$ cat src/rtl/riscv_v_pkg.sv
// Shared vector-pipeline definitions: register file geometry and the writeback tag
// carried through the fixed-latency tag delay stage.
package riscv_v_pkg;

  localparam int unsigned VREG_ADDR_W = 5;
  localparam int unsigned NUM_VREGS   = 32;

  typedef struct packed {
    logic                   valid;
    logic [VREG_ADDR_W-1:0] addr;
  } vreg_tag_t;

endpackage

$ cat src/rtl/riscv_v_sb_cnt.sv
// One scoreboard cell: outstanding-write counter for a single vector register.
// Increment and decrement together cancel; decrement at zero holds and flags underflow.
module riscv_v_sb_cnt #(
  parameter int unsigned CNT_W = 2
) (
  input  logic clk,
  input  logic rst,
  input  logic clr,
  input  logic inc,
  input  logic dec,
  output logic nonzero,
  output logic full,
  output logic underflow
);

  logic [CNT_W-1:0] cnt_q, cnt_d;
  logic             underflow_d;

  always_comb begin
    cnt_d       = cnt_q;
    underflow_d = 1'b0;
    if (clr) begin
      cnt_d = '0;
    end else if (inc && !dec) begin
      if (cnt_q != '1) cnt_d = cnt_q + CNT_W'(1);
    end else if (dec && !inc) begin
      if (cnt_q != '0) cnt_d = cnt_q - CNT_W'(1);
      else             underflow_d = 1'b1;
    end
  end

  always_ff @(posedge clk or posedge rst) begin
    if (rst) cnt_q <= '0;
    else     cnt_q <= cnt_d;
  end

  assign nonzero   = (cnt_q != '0);
  assign full      = (cnt_q == '1);
  assign underflow = underflow_d;

endmodule

$ cat src/rtl/riscv_v_vreg_scoreboard.sv
// Vector register scoreboard: marks destinations pending at issue, stalls RAW readers,
// and retires pending marks from the delayed writeback tag.
module riscv_v_vreg_scoreboard
  import riscv_v_pkg::*;
#(
  parameter int unsigned NUM_VREGS = 32,
  parameter int unsigned ADDR_W    = 5,
  parameter int unsigned CNT_W     = 2
) (
  input  logic                 clk,
  input  logic                 rst,
  input  logic                 flush,
  input  logic                 issue_valid,
  output logic                 issue_ready,
  input  logic [ADDR_W-1:0]    issue_vs1,
  input  logic [ADDR_W-1:0]    issue_vs2,
  input  logic [ADDR_W-1:0]    issue_vs3,
  input  logic                 issue_vs1_re,
  input  logic                 issue_vs2_re,
  input  logic                 issue_vs3_re,
  input  logic [ADDR_W-1:0]    issue_vd,
  input  logic                 issue_vd_we,
  input  logic [ADDR_W:0]      wb_tag,
  output logic [NUM_VREGS-1:0] pending,
  output logic                 err_underflow
);

  logic [NUM_VREGS-1:0] cnt_nz, cnt_full, cnt_inc, cnt_dec, cnt_uf;
  logic                 wb_valid;
  logic [ADDR_W-1:0]    wb_addr;
  logic                 raw, full, fire;
  logic                 err_underflow_q, err_underflow_d;

  assign {wb_valid, wb_addr} = wb_tag;

  // Hazards look only at registered counters; a same-cycle writeback does not release a reader.
  always_comb begin
    raw = (issue_vs1_re && cnt_nz[issue_vs1]) ||
          (issue_vs2_re && cnt_nz[issue_vs2]) ||
          (issue_vs3_re && cnt_nz[issue_vs3]);
    full        = issue_vd_we && cnt_full[issue_vd];
    issue_ready = !flush && !raw && !full;
    fire        = issue_valid && issue_ready;
  end

  for (genvar r = 0; r < NUM_VREGS; r++) begin : g_cnt
    assign cnt_inc[r] = fire && issue_vd_we && (issue_vd == ADDR_W'(r));
    assign cnt_dec[r] = wb_valid && (wb_addr == ADDR_W'(r));

    riscv_v_sb_cnt #(.CNT_W(CNT_W)) u_cnt (
      .clk       (clk),
      .rst       (rst),
      .clr       (flush),
      .inc       (cnt_inc[r]),
      .dec       (cnt_dec[r]),
      .nonzero   (cnt_nz[r]),
      .full      (cnt_full[r]),
      .underflow (cnt_uf[r])
    );
  end

  always_comb begin
    err_underflow_d = err_underflow_q || (|cnt_uf);
  end

  always_ff @(posedge clk or posedge rst) begin
    if (rst) err_underflow_q <= 1'b0;
    else     err_underflow_q <= err_underflow_d;
  end

  assign pending       = cnt_nz;
  assign err_underflow = err_underflow_q;

endmodule

$ cat config.mk
export PLATFORM = sky130hd
export DESIGN_NAME = riscv_v_vreg_scoreboard
export DESIGN_NICKNAME = d
export VERILOG_FILES = /design/src/rtl/riscv_v_pkg.sv /design/src/rtl/riscv_v_sb_cnt.sv /design/src/rtl/riscv_v_vreg_scoreboard.sv
export SDC_FILE = /design/constraint.sdc
export NUM_CORES = 1
export LEC_CHECK = 0
export CAP_MARGIN = 30
export CORE_MARGIN = 3
export CORE_UTILIZATION = 52
export CTS_BUF_LIST = sky130_fd_sc_hd__clkbuf_4
export DETAILED_ROUTE_END_ITERATION = 6
export PLACE_DENSITY = 0.82
export RECOVER_POWER = 25
export SLEW_MARGIN = 40
export SYNTH_ARGS = -nofsm -noshare
export SYNTH_HDL_FRONTEND = slang
export SYNTH_HIERARCHICAL = 1
export SYNTH_SLANG_ARGS = --single-unit
$ cat constraint.sdc
create_clock -name clk -period 4.65 [get_ports clk]
set_input_delay 1.1625 -clock clk [delete_from_list [all_inputs] [get_ports clk]]
set_output_delay 1.1625 -clock clk [all_outputs]
set_load 0.03 [all_outputs]
==> key figures, run 1 <==
Setup path
  • Worst setup EP type: primary output
  • Crit-path slowest cell: clkdlybuf4s50_1
  • CP max stage delay: 0.50 ns
  • CP Class: in -> out
  • Startpoint types: primary input
  • CP cell instances: clkdlybuf4s50_1, buf_12, mux4_2, mux2i_1, nand3_1, o2111ai_4, nand4_4, buf_6, inv_1, buf_4
  • WP data required: 3.49 ns
  • WP data arrival: 3.40 ns
  • Crit-path max FO: 16

Logic synthesis
  • Ys flop type: dfrtp_1
  • Mapped Nets: 920
  • Synthesized instance count: 822
  • Post-Syn Area: 7000 sq um
  • Async SR Flop Fraction: 100%
  • Sequential area share after synthesis: 23.2%
  • Synthesis-stage register bit count: 65
  • Yosys cell types: 43
  • Mapped Avg Cell Area: 8.52 sq um
  • EDFF count, synth: 0
  • Yosys warning count: 6

Power and ir drop
  • P_leak: 3.59 nW
  • Switch share: 29.5%
  • Sequential share of power: 47.5%
  • Total power: 1.19 mW
  • Pwr/cell area: 134 nW/um^2
  • Cell Int Power: 0.839 mW
  • Comb power frac: 19.2%
  • Net Sw Power: 0.351 mW
  • Maximum vdd drop: 0.125 mV
  • Clk pwr share: 33.3%

Layout
  • Commonest cells after routing, fill and taps aside: buf_4 (113), inv_1 (99), nor2_1 (72), o21ai_0 (65), dfrtp_1 (65)
  • Layout fillers: 974
  • Layout cells sized above 1: 20.8%
  • Commonest non-fill, non-tap cell in the layout: buf_4
  • Layout Nets: 1091
  • Layout area overhead: 26.4%
  • Final Cell Area: 8850 sq um

STA
  • Fmax achieved: 219 MHz
  • Final hold vios: 0
  • Actual slew at the worst max-slew pin: 1.87 ns
  • Final Cycle Share: 98.1%
  • Setup Skew: 0.0260 ns
  • Final setup viols: 0
  • Min Tclk post-route: 4.56 ns
  • Final Max Slew Viols: 34
  • Slew headroom: -24.9%

GRT
  • Global-route wire length before repair: 34.0 mm
  • GR Util All Layers: 29.3%
  • Initial antenna violation count: 1
  • Largest net degree at the start of global routing: 64
  • Vias in the first global route: 6789
  • Total gr overflow: 0

Drt
  • Vias: 7051
  • Via/cell ratio: 6.02
  • Final ANT Viol Nets: 0
  • Drt wl/cell: 18.4 um
  • Detailed Route WL: 21.5 mm
  • Pre-antenna DRT Iters: 7
  • DRC violations left: 6
  • Starting DRC count in detailed routing: 765

Clock network
  • H-tree levels: 3
  • Clk buf depth: 2
  • TritonCTS buffer count: 9
  • # hold bufs at CTS: 0
  • Root Buffer: clkbuf_4
  • Num Clock Sinks: 65
  • Clock transition at path regs: 0.10 ns
  • CTS tree: done
  • Worst skew pair latency: 0.47 ns

Floorplanning
  • Initial Util: 54.4%
  • DIE HEIGHT: 122 um
  • Core Area: 12900 sq um
  • Die X: 122 um
  • Site row count: 41
  • Ports: 68
  • Die ar.: 14900 sq um

Placed design
  • Port-buffer cells: 67
  • Final weighted congestion in routability-driven placement: 0.979
  • DP HPWL: 16.3 mm
  • Post-DP Area: 8610 sq um

Job
  • Max_cap viols: 1

Status
  • Status: finished, violations left
  • Failing checks: DRC, capacitance limit, slew limit

Min path
  • Hold Crit Class: reg -> reg
cells by family after synthesis:
kind of cell,count (synthesis),share of synthesized area [%]
adder cells (fa/ha/maj),64,11.4
AND/OR/NAND/NOR,356,31.8
multiplexers,46,12.4
flip-flops,65,23.2
buffers and inverters,122,7.15
AO/OA/AOI/OAI,169,14.0
metal layers:
metal | GRT usage (%) | wire length, um | up-vias
met5 | 0 | 0 | -
met4 | 9.52 | 660 | 0
met3 | 9.01 | 2440 | 62
met2 | 45.6 | 9820 | 417
met1 | 39.0 | 8600 | 3344
li1 | - | - | 3228
Yosys cell counts (all sizes together), types with 2 or more instances:
master,number,area share [%]
inv,99,5.3
nor2,72,3.9
dfrtp,65,23
o21ai,65,4.6
a21oi,64,4.6
ha,64,11
nand2,45,2.4
nor2b,36,3.2
or2,35,3.1
or3,34,3.0
nor4b,33,7.1
a21o,32,3.4
and2,32,2.9
mux4,31,10
nor3,30,2.1
clkbuf,13,0.70
mux2i,13,1.9
buf,10,1.1
nand3,10,0.71
nor4,10,0.89
nand3b,6,0.64
nand4,5,0.88
nand2b,4,0.46
mux2,2,0.32
o2111ai,2,0.59
stage by stage:
step	hold slack [ns]	TNS [ns]	utilization (%)	worst slack, ns	instances
final	0.566	0	68.7	0.0894	1171
after detailed placement	0.556	-10.76	66.9	-0.660	1149
after CTS	0.570	0	68.1	0.00737	1168
after floorplan	0.518	0	-	0.314	822
after global routing	0.604	-0.0441	68.7	-0.0441	1171
after global placement	0.548	-4.84	66.9	-0.523	1149
layout make-up:
class,count,area (sq um),share of cell area [%]
Multi-Input combinational cell,635,4920,55.6
Tap cell,172,215,2.43
Clock inverter,4,43.8,0.495
Antenna cell,1,2.50,0.0283
Clock buffer,12,90.1,1.02
Inverter,99,372,4.20
Sequential cell,65,1630,18.4
Timing Repair Buffer,183,1580,17.8
registers in the layout, summed over array words and instances, names as in the netlist:
register,flops
g_cnt.u_cnt/cnt_q,64
err_underflow,1
worst max-delay path: cells and delay by family:
kind	cells	cell delay, ns
buffers and inverters	5	1.03
AND/OR/NAND/NOR	2	0.42
AO/OA/AOI/OAI	1	0.16
multiplexers	2	0.61
power groups by stage:
stage | logic [mW] | registers (mW) | clock network, mW
2_1_floorplan | 0.106 | 0.576 | 0
3_3_place_gp | 0.205 | 0.576 | 0
3_5_place_dp | 0.209 | 0.576 | 0
4_1_cts | 0.216 | 0.565 | 0.408
5_1_grt | 0.241 | 0.565 | 0.439
6_report | 0.229 | 0.565 | 0.396
what timing repair did:
item,in CTS,in global routing
gates cloned,0,1
endpoints found under the setup margin,2,2
pin swaps,4,2
buffers inserted,3,1
gates resized for setup,8,8
path summary, 6_finish.rpt:
path	start	end	slack, ns	cells after the start
worst min-delay path	g_cnt[31].u_cnt/cnt_q[0]	g_cnt[31].u_cnt/cnt_q[0]	0.57	2
worst min register to register	g_cnt[31].u_cnt/cnt_q[0]	g_cnt[31].u_cnt/cnt_q[0]	0.57	2
max in group asynchronous	rst	g_cnt[27].u_cnt/cnt_q[0]	2.54	3
min in group asynchronous	rst	err_underflow	1.83	3
worst max-delay path	issue_vd[3]	issue_ready	0.09	10
worst max register to register	g_cnt[9].u_cnt/cnt_q[1]	err_underflow	0.47	16
Power figures use the tool's default switching activity.
==> inputs of run 2 (changes only) <==
--- a/config.mk
+++ b/config.mk
@@ -5,12 +5,12 @@
 export SDC_FILE = /design/constraint.sdc
 export NUM_CORES = 1
 export LEC_CHECK = 0
-export CAP_MARGIN = 30
+export CAP_MARGIN = 20
 export CORE_MARGIN = 3
-export CORE_UTILIZATION = 52
+export CORE_UTILIZATION = 60
 export CTS_BUF_LIST = sky130_fd_sc_hd__clkbuf_4
 export DETAILED_ROUTE_END_ITERATION = 6
-export PLACE_DENSITY = 0.82
+export PLACE_DENSITY = 0.83
 export RECOVER_POWER = 25
 export SLEW_MARGIN = 40
 export SYNTH_ARGS = -nofsm -noshare
==> run 2 against run 1 <==
Effect of this change: the run ends with capacitance limit, slew limit left; first-iteration DRC count rose by 16%; core utilization rose by 10 points; total power fell by 0.82%; global-route usage rose by 6.2 points; largest power group unchanged.
==> key figures, run 2 (synthesized netlist as in run 1, its figures left out) <==
Layout
  • Layout area overhead: 25.9%
  • Final Non-Filler Cells: 1133 (-3.2%)
  • Commonest cells after routing, fill and taps aside: buf_4 (110), inv_1 (99), nor2_1 (72), o21ai_0 (65), dfrtp_1 (65)
  • FF/Latch Area: 1630 sq um (unchanged)
  • Reg with most FFs: g_cnt.u_cnt/cnt_q
  • Commonest non-fill, non-tap cell in the layout: buf_4
  • # diodes: 0 (-1)
  • Layout fillers: 736 (-24%)
  • Layout Nets: 1087 (-0.37%)
  • Max reg flops: 64 (unchanged)
  • Layout cells sized above 1: 21.2% (+0.41 points)
  • Multi-input logic area: 4980 sq um (+1.0%)

Drt
  • DRC violations left: 0 (-6)
  • Via/cell ratio: 6.43 (+6.8%)
  • WL met3: 2.57 mm (+5.5%)
  • Detailed Route WL: 23.2 mm (+7.6%)
  • Final ANT Viol Nets: 0 (unchanged)
  • Highest Signal Layer: met4
  • Starting DRC count in detailed routing: 885 (+16%)
  • Drt wl/cell: 20.4 um (+11%)
  • Met2 WL: 10.9 mm (+10%)
  • Vias: 7289 (+3.4%)
  • Wl on met1: 8.80 mm (+2.3%)
  • Pre-antenna DRT Iters: 5 (-2)

STA
  • Final hold vios: 0 (unchanged)
  • Slew headroom: -33.0% (-8.1 points)
  • Final setup viols: 0 (unchanged)
  • Min Tclk post-route: 4.57 ns (+0.00808 ns)
  • WHS: 0.569 ns (+0.00308 ns)
  • Final Max Slew Viols: 34 (unchanged)
  • Fmax achieved: 219 MHz (-0.18%)
  • Setup Skew: 0.0242 ns (-0.00175 ns)
  • Actual slew at the worst max-slew pin: 2.00 ns (+0.122 ns)
  • Final Cycle Share: 98.3% (+0.17 points)

Clock network
  • # hold bufs at CTS: 0 (unchanged)
  • Root Buffer: clkbuf_4
  • H-tree levels: 3 (unchanged)
  • Clk buf depth: 2 (unchanged)
  • Worst skew pair latency: 0.48 ns (about the same)
  • Num Clock Sinks: 65 (unchanged)
  • TritonCTS buffer count: 9 (unchanged)
  • CTS tree: done
  • Clock transition at path regs: 0.12 ns (+0.02 ns)

Setup path
  • CP Class: in -> reg
  • WP data arrival: 4.94 ns (+1.54 ns)
  • Worst setup EP type: register
  • Crit-path max FO: 17 (+1)
  • Startpoint types: primary input
  • WP data required: 5.02 ns (+1.53 ns)

GRT
  • Initial antenna violation count: 0 (-1)
  • Vias in the first global route: 7282 (+7.3%)
  • Largest net degree at the start of global routing: 72 (+13%)
  • Total gr overflow: 0 (unchanged)
  • Global-route wire length before repair: 36.0 mm (+5.9%)
  • GR Util All Layers: 35.4% (+6.2 points)

Floorplanning
  • Core Area: 11100 sq um (-14%)
  • DIE HEIGHT: 114 um (-6.6%)
  • Die ar.: 13000 sq um (-13%)
  • Ports: 68 (unchanged)
  • Site row count: 38 (-7.3%)
  • Die X: 114 um (-6.6%)
  • Initial Util: 62.9% (+8.6 points)

Power and ir drop
  • Switch share: 31.3% (+1.8 points)
  • Comb power frac: 19.5% (+0.3 points)
  • Maximum vdd drop: 0.121 mV (-2.6%)
  • Clk pwr share: 32.7% (-0.6 points)
  • Cell Int Power: 0.810 mW (-3.4%)
  • P_leak: 3.58 nW (-0.21%)
  • Sequential share of power: 47.9% (+0.4 points)
  • Net Sw Power: 0.370 mW (+5.4%)
  • Pwr/cell area: 134 nW/um^2 (-0.37%)

Status
  • Failing checks: capacitance limit, slew limit
  • Status: finished, violations left

Job
  • Max_cap viols: 1 (unchanged)

Placed design
  • DP HPWL: 17.5 mm (+7.1%)
  • Inst Count DP: 1117 (-2.8%)
  • Final weighted congestion in routability-driven placement: 0.977 (-0.19%)
  • Port-buffer cells: 67 (unchanged)

Min path
  • Hold Crit Class: reg -> reg
run 2: metal layers:
metal	vias up	global-route usage, %
met1	3489	45.3
met5	-	0
li1	3218	-
met4	0	12.6
met3	100	7.96
met2	482	59.1
run 2: power groups by stage:
stage | registers, mW | clock network, mW | logic [mW]
floorplan | 0.576 | 0 | 0.106
finish | 0.565 | 0.386 | 0.230
CTS | 0.565 | 0.388 | 0.210
detailed placement | 0.576 | 0 | 0.209
global placement | 0.576 | 0 | 0.201
global route | 0.565 | 0.415 | 0.241
run 2: worst max-delay path: stages:
cell and delay (ns):
clkdlybuf4s15_1 0.37, mux4_1 0.60, mux4_2 0.46, nand2b_4 0.16
nand4_4 0.09, nand4_4 0.15, buf_12 0.21, buf_4 0.19
nor3_1 0.29, inv_1 0.09, ha_1 0.21, nor4b_2 0.16
nor4_1 0.30, nand4_1 0.16, nor4_2 0.25, nand2_1 0.08
run 2: repair_timing:
action	in CTS	in global routing
gates cloned	0	1
pin swaps	2	2
resized for setup	10	22
setup buffers	0	0
endpoints found under the setup margin	2	2
run 2: final timing paths:
kind	to	slack, ns	start	depth (start not counted)
min in group asynchronous	err_underflow	1.35	rst	2
max	err_underflow	0.08	issue_vs1[0]	16
min	g_cnt[22].u_cnt/cnt_q[0]	0.57	g_cnt[22].u_cnt/cnt_q[0]	2
max in group asynchronous	g_cnt[6].u_cnt/cnt_q[0]	3.02	rst	2
max reg2reg	err_underflow	0.34	g_cnt[8].u_cnt/cnt_q[0]	16
min reg2reg	g_cnt[22].u_cnt/cnt_q[0]	0.57	g_cnt[22].u_cnt/cnt_q[0]	2
run 2: cell type report:
class	count	area share, %
Multi-Input combinational cell	635	56.5
Sequential cell	65	18.5
Timing Repair Buffer	179	17.5
Inverter	99	4.22
Tap cell	140	1.99
Clock buffer	9	0.767
Clock inverter	6	0.568
run 2: through the flow:
stage | instance area [sq um] | setup slack [ns] | power, mW | utilization, % | TNS, ns
CTS | 8700 | 0.00178 | 1.16 | 78.2 | 0
finish | 8810 | 0.0814 | 1.18 | 79.2 | 0
floorplan | 7000 | 0.314 | 0.682 | - | 0
detailed placement | 8550 | -0.825 | 0.785 | 76.9 | -13.85
global placement | 8550 | -0.734 | 0.777 | 76.9 | -5.72
global route | 8810 | -0.0489 | 1.22 | 79.2 | -0.0489
